`src/rtl/sipo_deframer.sv`:
```
// sipo_deframer: serial-to-parallel word assembler with frame alignment and output handshake
//   clk          rising-edge clock
//   rst_n        asynchronous active-low reset
//   serial_in    one data bit per clock
//   frame_start  marks the cycle carrying the first bit of a word
//   parallel_out assembled word, valid while out_valid is high
//   out_valid    word available, held until accepted
//   out_ready    consumer accepts on any edge with out_valid high
//   busy         frame partially received
//   frame_err    one-cycle pulse when a frame restarts early
//   overrun      one-cycle pulse when a finished word is dropped
module sipo_deframer #(
    parameter int WIDTH     = 4,
    parameter bit MSB_FIRST = 1'b1
) (
    input  logic             clk,
    input  logic             rst_n,
    input  logic             serial_in,
    input  logic             frame_start,
    output logic [WIDTH-1:0] parallel_out,
    output logic             out_valid,
    input  logic             out_ready,
    output logic             busy,
    output logic             frame_err,
    output logic             overrun
);
    localparam int CW = $clog2(WIDTH);
    localparam logic [CW-1:0] LAST = CW'(WIDTH - 1);
    typedef enum logic {IDLE, SHIFT} state_t;
    state_t           state_q, state_d;
    logic [CW-1:0]    cnt_q, cnt_d, idx, pos;
    logic [WIDTH-1:0] shift_q, shift_d, word, out_q, out_d;
    logic             valid_q, valid_d, err_q, err_d, ovr_q, ovr_d;
    logic             capture, done, load;
    always_comb begin
        capture = frame_start || state_q == SHIFT;
        // a frame_start always restarts at bit 0, even mid-frame
        idx     = frame_start ? '0 : cnt_q;
        pos     = MSB_FIRST ? LAST - idx : idx;
        done    = capture && idx == LAST;
        word    = frame_start ? '0 : shift_q;
        word[pos] = serial_in;
        shift_d = capture ? word : shift_q;
        cnt_d   = done ? '0 : capture ? idx + CW'(1) : cnt_q;
        state_d = done ? IDLE : capture ? SHIFT : state_q;
        // the output slot is free if empty or being drained on this same edge
        load    = done && (!valid_q || out_ready);
        out_d   = load ? word : out_q;
        valid_d = load ? 1'b1 : (valid_q && out_ready) ? 1'b0 : valid_q;
        ovr_d   = done && valid_q && !out_ready;
        err_d   = frame_start && state_q == SHIFT;
    end
    always_ff @(posedge clk or negedge rst_n) begin
        if (!rst_n) begin
            state_q <= IDLE;
            cnt_q   <= '0;
            shift_q <= '0;
            out_q   <= '0;
            valid_q <= 1'b0;
            err_q   <= 1'b0;
            ovr_q   <= 1'b0;
        end else begin
            state_q <= state_d;
            cnt_q   <= cnt_d;
            shift_q <= shift_d;
            out_q   <= out_d;
            valid_q <= valid_d;
            err_q   <= err_d;
            ovr_q   <= ovr_d;
        end
    end
    assign parallel_out = out_q;
    assign out_valid    = valid_q;
    assign busy         = state_q == SHIFT;
    assign frame_err    = err_q;
    assign overrun      = ovr_q;
endmodule

```
`config.mk`:
```
export PLATFORM = sky130hd
export DESIGN_NAME = sipo_deframer
export DESIGN_NICKNAME = d
export VERILOG_FILES = /design/src/rtl/sipo_deframer.sv
export SDC_FILE = /design/constraint.sdc
export NUM_CORES = 1
export LEC_CHECK = 0
export BUFFER_PORTS_ARGS = -buffer_cell sky130_fd_sc_hd__buf_2
export CORE_AREA = 4 4 41 43
export CTS_CLUSTER_DIAMETER = 120
export DETAILED_ROUTE_END_ITERATION = 12
export DIE_AREA = 0 0 45 47
export GPL_ROUTABILITY_DRIVEN = 0
export PLACE_DENSITY = 0.73
export SYNTH_ARGS = -nofsm -noshare
export SYNTH_HDL_FRONTEND = slang
export SYNTH_SLANG_ARGS = --single-unit
```
`constraint.sdc`:
```
create_clock -name clk -period 3.3 [get_ports clk]
set_input_delay 0.33 -clock clk [delete_from_list [all_inputs] [get_ports clk]]
set_output_delay 0.33 -clock clk [all_outputs]
set_load 0.02 [all_outputs]
```
======== Word-level counts from Yosys, hierarchy flattened ========
Index checks and enable logic that the tools add are counted.
storage, ports and cells
  register bits after elaboration ......... 14
  input port bits ......................... 5
  output and inout bits ................... 8
  logic and storage cells ................. 36
operators by class
  add/subtract/negate cells ............... 2
  order comparisons ....................... 2
  equal/unequal tests ..................... 1
  mux-type cells .......................... 11
  reductions and logical operators ........ 13
operators by type and width
  cell                                                               count
  logical AND 1 bit                                                  7
  two-way mux 2 bit                                                  3
  two-way mux 1 bit                                                  5
  bitwise mux 4 bit                                                  1
  two-way mux 4 bit                                                  1
  nonzero test 2 bit                                                 2
  < comparator 2 x 3 -> 1 bit, second input constant                 1
  adder 2 x 1 -> 2 bit, second input constant                        1
  demux 1 bit (select 2 bit)                                         1
  equality test 2 bit, second input constant                         1
  greater-or-equal comparator 2 x 1 -> 1 bit, second input constant  1
  zero test 1 bit                                                    2
  logical OR 1 bit                                                   2
  subtractor 2 bit, first input constant                             1

======== Depth between registers and ports, before layout ========
Gate-level depths: netlist of run 1.
  word-level depth ........................ 7
  mapped depth ............................ 4
  depth with buffers taken out ............ 3

======== Least setup slack after synthesis of run 1 ========
OpenSTA, ideal clock, no wires.
  kind .................................... register to register
  start ................................... register state_q (netlist: busy)
  end ..................................... register out_q[3] (netlist: parallel_out[3])
  setup time .............................. 0.125 ns
  data arrival time ....................... 1.221 ns
  required time ........................... 3.175 ns
  slack ................................... 1.954 ns
  cell stages (with the launch flop) ...... 4
  buffers on the path ..................... 0
  period minus slack after synthesis ...... 1.346 ns
  path through ............................ dfrtp_1 > nand4b_2 > nor2_2 > mux2_2
between the ends
  word-level cells in the longest chain between the ends .. 3
ends and longest elaborated chain
  what                      line  source
  start: declaration        30    state_t state_q, state_d;
  start signal: assignment  63    state_q <= state_d;
  logical OR 1 bit          36    capture = frame_start || state_q == SHIFT;
  logical AND 1 bit         40    done = capture && idx == LAST;
  logical AND 1 bit         47    load = done && (!valid_q || out_ready);
  end signal: assignment    66    out_q <= out_d;
  end: declaration          32    logic [WIDTH-1:0] shift_q, shift_d, word, out_q, out_d;
Every way passes these cells.
A chain may end at the register's enable or synchronous reset.

======== Final worst setup path of run 1 ========
  start ................................... register cnt_q[1]
  end ..................................... register out_q[3] (netlist: parallel_out[3])
between the ends
  word-level cells in the longest chain between the ends .. 7
  elaborated cells on any way between the ends .. 11
  those cells by class .................... 1 x add/sub; 2 x order compare; 1 x eq/ne; 4 x mux; 3 x reduce/logical
ends and longest elaborated chain
  what                                                                                                             line  source
  start: declaration                                                                                               31    logic [CW-1:0] cnt_q, cnt_d, idx, pos;
  start signal: assignment                                                                                         64    cnt_q <= cnt_d;
  two-way mux 2 bit *                                                                                              38    idx = frame_start ? '0 : cnt_q;
  subtractor 2 bit                                                                                                 39    pos = MSB_FIRST ? LAST - idx : idx;
  < comparator 2 x 3 -> 1 bit (not written as such) or greater-or-equal comparator 2 x 1 -> 1 bit (tied branches)  42    word[pos] = serial_in;
  logical AND 1 bit (not written as such)                                                                          42
  two-way mux 1 bit (not written as such)                                                                          42
  demux 1 bit (select 2 bit)                                                                                       42
  bitwise mux 4 bit                                                                                                42
Every way passes the cells marked *; elsewhere a longest branch is shown, timed or not.

==> impl_results.md, run 1 <==
- Place WS: about 1.9 ns
- Worst setup path startpoint: cnt_q[1]
- Synthesized-area fraction occupied by adder cells: 0%
- CTS Buf Count: 3
- Post-CTS setup buffers: 0
- Setup violators final: 0
- Number of cells after detailed placement: 77
- Ant. Diodes: 0
- Crit path max fanout: 8
- Min-Delay Startpoint: out_ready
- EDFF count, synth: 0
- Num ports: 13
- Die Span X: 45 um
- DP Area: 698 um^2
- Synth Flop Type: dfrtp_1
- Register bit total from synthesis: 14
- Final Hold Fails: 0
- Synth Area per Inst: 12.1 um^2
- Clk_skew: 0.00133 ns
- Reg-to-reg startpoint: cnt_q[1]
- H-tree lvl count: 1
- Vias in the first global route: ~410
- Post-synth top area cell: dfrtp_1
- Fin crit period: 1.39 ns
- Finished Layout Cells: 82
- Starting density of the core: 49.1%
- Synthesized area: between 600 and 700 um^2
- Power per standard cell area: 798 mW/mm^2
- Post-route cell area: between 700 and 800 um^2
- Slew Limit Fails: 0
- CTS Sinks: 14
- DR vias/cell: 5.21
- Vias: 427
- Worst rel slew slack: between 70% and 80%
- LEAKAGE: about 0.37 nW
- FP Rows: 13
- Post-Synth XOR/XNOR Area: ~1.4%
- Critical Path Sink Type: flip-flop
- Final period utilization: 42.0%
- Post-cts resize count: 0
- Largest cells by area after synthesis: dfrtp_1 55%, mux2_2 5.3%, mux2i_1 3.1%, nand2_1 2.9%, nand2b_1 2.9%
- Area delta synth->final: 16.4%
- Wire per inst: 12.3 um
- Synth Area in Compound Gates: 13.1%
- Syn nets: 58
- Initial antenna violation count: 0
- Clk_lat worst skew: 0.27 ns
- Port buffer count: 12
- Number of detailed-route iterations in the first pass: 4
- Largest net degree at the start of global routing: 15
- Tot GR Track Use: 12.1%
- Die height: 47 um
- RSZ-0062 raised after global routing: false
- Mux cell area share after synthesis: 12.5%
- Setup tns final: 0 ns
- Worst Path Arrival: approximately 1.6 ns
- DRC: 0
- Max VDD drop: 0.518 mV
- Total Power: slightly below 600 uW
- Final WL: 1010 um
- Fmax: 722 MHz
- Die area: 0.00212 mm^2
- Post-Syn Instances: 53
- CTS tree: done
- Seq/Total Area, Yosys: 54.8%
- Post-Synth Simple-Gate Area: about 15%
- Kind of critical path: flip-flop to flip-flop
- Worst Setup Start Kind: flip-flop
- Most common cell in the synthesized netlist: dfrtp_1
- Clock-pin slew on the worst setup and hold paths: 0.08 ns
- Share of the synthesized area in the top cell type: between 50 and 60%
- Fin Hold WS: 0.336 ns
- GRT overflow: 0
- Core area: between 0.001 and 0.0015 mm^2
- Min-Delay Path Class: input pin to flip-flop
- Global-route wire length before repair: 1740 um
- Number of distinct library cells after synthesis: 24
- Status: finished, final reports clean
- Post-synth top cells: 14 x dfrtp_1, 5 x nand2_1, 3 x mux2_2, 3 x nand2b_1
- Setup ws final: 1.91 ns
- Final ANT Viol Nets: 0
- Initial DRC Count: 14
- Synth warn: 0
- Nets@finish: 73
- Worst Path Required: 3.46 ns
- Largest family of logic cells by synthesized area: simple AND/OR/NAND/NOR gates
- Post-synth ARST share: between 90% and 100%
- Clock buffer depth: 2
- Final core occ: 57.2%
- Actual slew at the worst max-slew pin: 0.363 ns
- HPWL Detailed: 727 um
- Share of cells above drive strength 1: about 37%
- CTS root buf: clkbuf_4
- Max Cap Violations: 0
- Hold_buf cts: 1
==> worst paths after layout <==
path,to,slack [ns],cells past startpoint
max in group asynchronous,shift_q[1],2.60,2
min in group asynchronous,shift_q[3],0.46,2
hold reg to reg,shift_q[1],0.48,2
hold / removal,overrun,0.34,3
setup reg to reg,parallel_out[3],1.91,3
setup / recovery,parallel_out[3],1.91,3
==> report_power, final <==
group / switching, mW / internal (mW)
Sequential: 0.0492 / 0.224
Combinational: 0.110 / 0.0911
Clock: 0.0519 / 0.0671
==> sequential cells by signal, indices dropped and copies added (netlist names) <==
| name | cells |
|---|---|
| parallel_out | 4 |
| shift_q | 4 |
| cnt_q | 2 |
| busy | 1 |
| frame_err | 1 |
| out_valid | 1 |
| overrun | 1 |
==> worst max-delay path: stages, from the launching register on <==
cell,delay [ns]
dfrtp_1,0.52
nand4b_2,0.24
nor2_2,0.17
mux2_2,0.35
==> cell type report <==
cell class / instances / area, um^2
fillers: 127 / 557
well taps: 15 / 18.8
flip-flops and latches: 14 / 350
clock buffers: 4 / 36.3
multi-input cells: 36 / 269
repair buffers: 13 / 70.1
==> cells by family after synthesis <==
family,count (synthesis)
xor gates and xnor gates,1
and+or+nand+nor,17
AOI/OAI and AO/OA,11
buffers and inverters,3
muxes,7
DFF,14
==> cell usage in the layout (no fill, tap or decap), drive strengths merged <==
| cell type | count |
|---|---|
| nand2b | 3 |
| or2 | 1 |
| nor2b | 1 |
| o31ai | 2 |
| a21oi | 1 |
| and2 | 1 |
| nand4b | 1 |
| clkbuf | 4 |
| dfrtp | 14 |
| mux2 | 5 |
| xor2 | 1 |
| o21ai | 2 |
| o21bai | 1 |
| nand2 | 5 |
| mux2i | 2 |
| a21o | 2 |
| buf | 12 |
| o41ai | 2 |
| nor2 | 4 |
| nand3 | 1 |
| a21bo | 1 |
| dlygate4sd3 | 1 |
==> layer usage <==
layer	GRT usage [%]	share of wire (%)	routed length, um	vias up
met3	2.30	4.5	45	2
met5	0	0	0	-
met2	16.4	47	473	11
met1	16.4	48	480	200
li1	-	-	-	214
met4	10.5	0.99	10	0
No activity file was read; power rests on OpenSTA's default activity.
==> run 2: changes to the inputs <==
ABC_AREA = 1   (was default)
PLACE_DENSITY = 0.71   (was 0.73)
clock period = 1.3 ns   (was 3.3 ns; I/O delays follow)
==> run 2 against run 1 <==
Net effect:
- cell count rose by 32%
- worst setup slack worse by 1.6 ns
- area after synthesis down 4.3%
- critical path depth shrank 2
- largest cell class unchanged
- via count is 19% higher
- worst hold slack got worse by 0.22 ns
- non-clock buffer count is the same
- global-route usage rose by 1.1 points
==> impl_results.md, run 2 <==
- Worst-path cell chain: buf_2
- Max reg flops: 4
- Min-Delay Path Class: input pin to flip-flop
- Final ANT Viol Nets: 0
- Number of detailed-route iterations in the first pass: 4
- Post-synth ARST share: 100%
- EDFF count, synth: 0
- Synth warn: 0
- Share of the synthesized area in the top cell type: 53.2%
- HPWL Detailed: 867 um
- Clk_skew: 0.00459 ns
- Worst Path Required: 1.17 ns
- Multi-input gate area: 239 um^2
- Reg2reg path depth: 5
- Flop-to-flop setup slack: just under 0.3 ns
- WHS Path Cells: 3
- Core area: 0.00130 mm^2
- Num ports: 13
- Slowest library cell on the worst path: dfrtp_1
- Die Span X: approximately 45 um
- H-tree lvl count: 1
- Post-Synth Simple-Gate Area: 37.4%
- Vias: 506
- Synth Area per Inst: 8.05 um^2
- Wire per inst: 10.6 um
- Min-Delay Startpoint: frame_start
- Synth Area in Compound Gates: 1.64%
- Number of distinct library cells after synthesis: 14
- Post-route cell area: about 730 um^2
- Post-CTS setup buffers: 0
- Register bit total from synthesis: 13
- Global-route wire length before repair: 1960 um
- Final WL: 1150 um
- FP Rows: 13
- DP Area: 691 um^2
- Initial DRC Count: 11
- Fill count: 125
- Die area: ~0.0021 mm^2
- Port buffer count: 12
- GRT overflow: 0
- Crit path max fanout: 5
- Vias in the first global route: about 470
- Ant. Diodes: 0
- Post-synth top area cell: dfrtp_1
- Final period utilization: ~78%
- Power per standard cell area: 2040 mW/mm^2
- R2R Path End: parallel_out[3]
- Worst Path Arrival: 0.88 ns
- CTS root buf: clkbuf_4
- Most common cell after layout, fill and taps aside: nand2_1
- Largest cells by area after synthesis: dfrtp_1 53%, nand2_1 21%, inv_1 3.7%, nand3_2 3.3%, inv_2 3.1%
- DRC: 0
- Starting density of the core: 47.0%
- Fin crit period: approximately 1 ns
- Area delta synth->final: 18.8%
- CTS Sinks: 13
- Nets@finish: 99
- Post-Syn Instances: 76
- Tot GR Track Use: 13.2%
- Critical Path Sink Type: output port
- Die height: 47 um
- Clock-pin slew on the worst setup and hold paths: 0.07 ns
- Max Cap Violations: 0
- Setup violators final: 0
- Finished Layout Cells: 108
- CP peak stage delay: around 0.42 ns
- Largest family of logic cells by synthesized area: simple AND/OR/NAND/NOR gates
- Synth Flop Type: dfrtp_1
- Share of cells above drive strength 1: 29.0%
- Clk_lat worst skew: 0.27 ns
- Worst rel slew slack: 80.9%
- Most frequent cells in the layout: 34 x nand2_1, 13 x dfrtp_1, 12 x buf_2
- DR vias/cell: 4.69
- Most common cell in the synthesized netlist: nand2_1
- Final Hold Fails: 0
- Max VDD drop: 0.919 mV
- RSZ-0062 raised after global routing: false
- Number of cells after detailed placement: 103
- Initial antenna violation count: 0
- Largest net degree at the start of global routing: 14
- Status: finished, final reports clean
- Actual slew at the worst max-slew pin: 0.287 ns
- Synthesized area: between 600 and 700 um^2
- Clock buffer depth: 2
- CTS Buf Count: 3
- Worst path top cell family by delay: flip-flops
- CTS tree: done
- LEAKAGE: between 0.4 and 0.5 nW
- FF/Latch Area: 325 um^2
- Crit path buf inv count: 1
- Seq/Total Area, Yosys: approximately 53%
- Slew Limit Fails: 0
- Fmax: 991 MHz
- Hold Path End: frame_err
- Syn nets: 81
- Setup tns final: 0 ns
- Reg-to-reg startpoint: busy
- Mux cell area share after synthesis: 0%
- Worst Setup Start Kind: flip-flop
- Post-Synth XOR/XNOR Area: 0%
- Synthesized-area fraction occupied by adder cells: 0%
- Kind of critical path: flip-flop to output port
- Post-synth top cells: 34 x nand2_1, 13 x dfrtp_1, 6 x inv_1, 5 x inv_2
==> run 2: stage by stage <==
stage                     utilization, %  power [mW]  hold slack (ns)  worst slack, ns
after global routing                55.9        1.61            0.110            0.185
after CTS                           55.9        1.50            0.108            0.277
after floorplan                        -        1.07           -0.166            0.254
after global placement              53.1        1.23           0.0286            0.292
final                               55.9        1.48            0.118            0.291
after detailed placement            53.1        1.24           0.0322            0.311
==> run 2: layer usage <==
layer / vias up / part of all wire (%) / track usage (%)
met5: - / 0 / 0
li1: 272 / - / -
met1: 218 / 47 / 16.6
met2: 14 / 46 / 20.1
met3: 2 / 6.3 / 3.45
met4: 0 / 1.0 / 8.77
==> run 2: final cells by class <==
cell class                 instances  area share, %
inverter                          12           6.54
tap                               15           2.58
timing repair buffer              13           9.64
multi-input combinational         51           32.9
clock buffer                       4           3.61
sequential                        13           44.8
==> run 2: where the power goes <==
part	internal (mW)	leakage (nW)	switching [mW]
registers	0.549	0.165	0.119
logic	0.188	0.264	0.381
clock network	0.119	0.0150	0.126
total	0.856	0.444	0.627
==> run 2: what timing repair did <==
item	4_1_cts	5_1_grt
hold buffers	1	0
endpoints found under the hold margin	13	0
gates resized for setup	0	0
==> run 2: worst min-delay path, stage by stage <==
cell and delay, ns:
buf_2 0.14, nand2_1 0.06, inv_1 0.03
==> run 2: cell families (layout without fill, tap and decap cells) <==
logic type             count (synthesis)  in the layout
AND/OR/NAND/NOR                       49             49
flip-flops                            13             13
buffers and inverters                 12             29
AO/OA/AOI/OAI                          2              2
==> run 2: how the worst max path moves through the flow <==
stage / startpoint / to / cells after the start
after floorplan: busy / parallel_out[1] / 5
after global placement: busy / parallel_out[3] / 5
after detailed placement: busy / parallel_out[3] / 5
after CTS: busy / busy / 1
after global routing: busy / parallel_out[0] / 5
final: busy / busy / 1
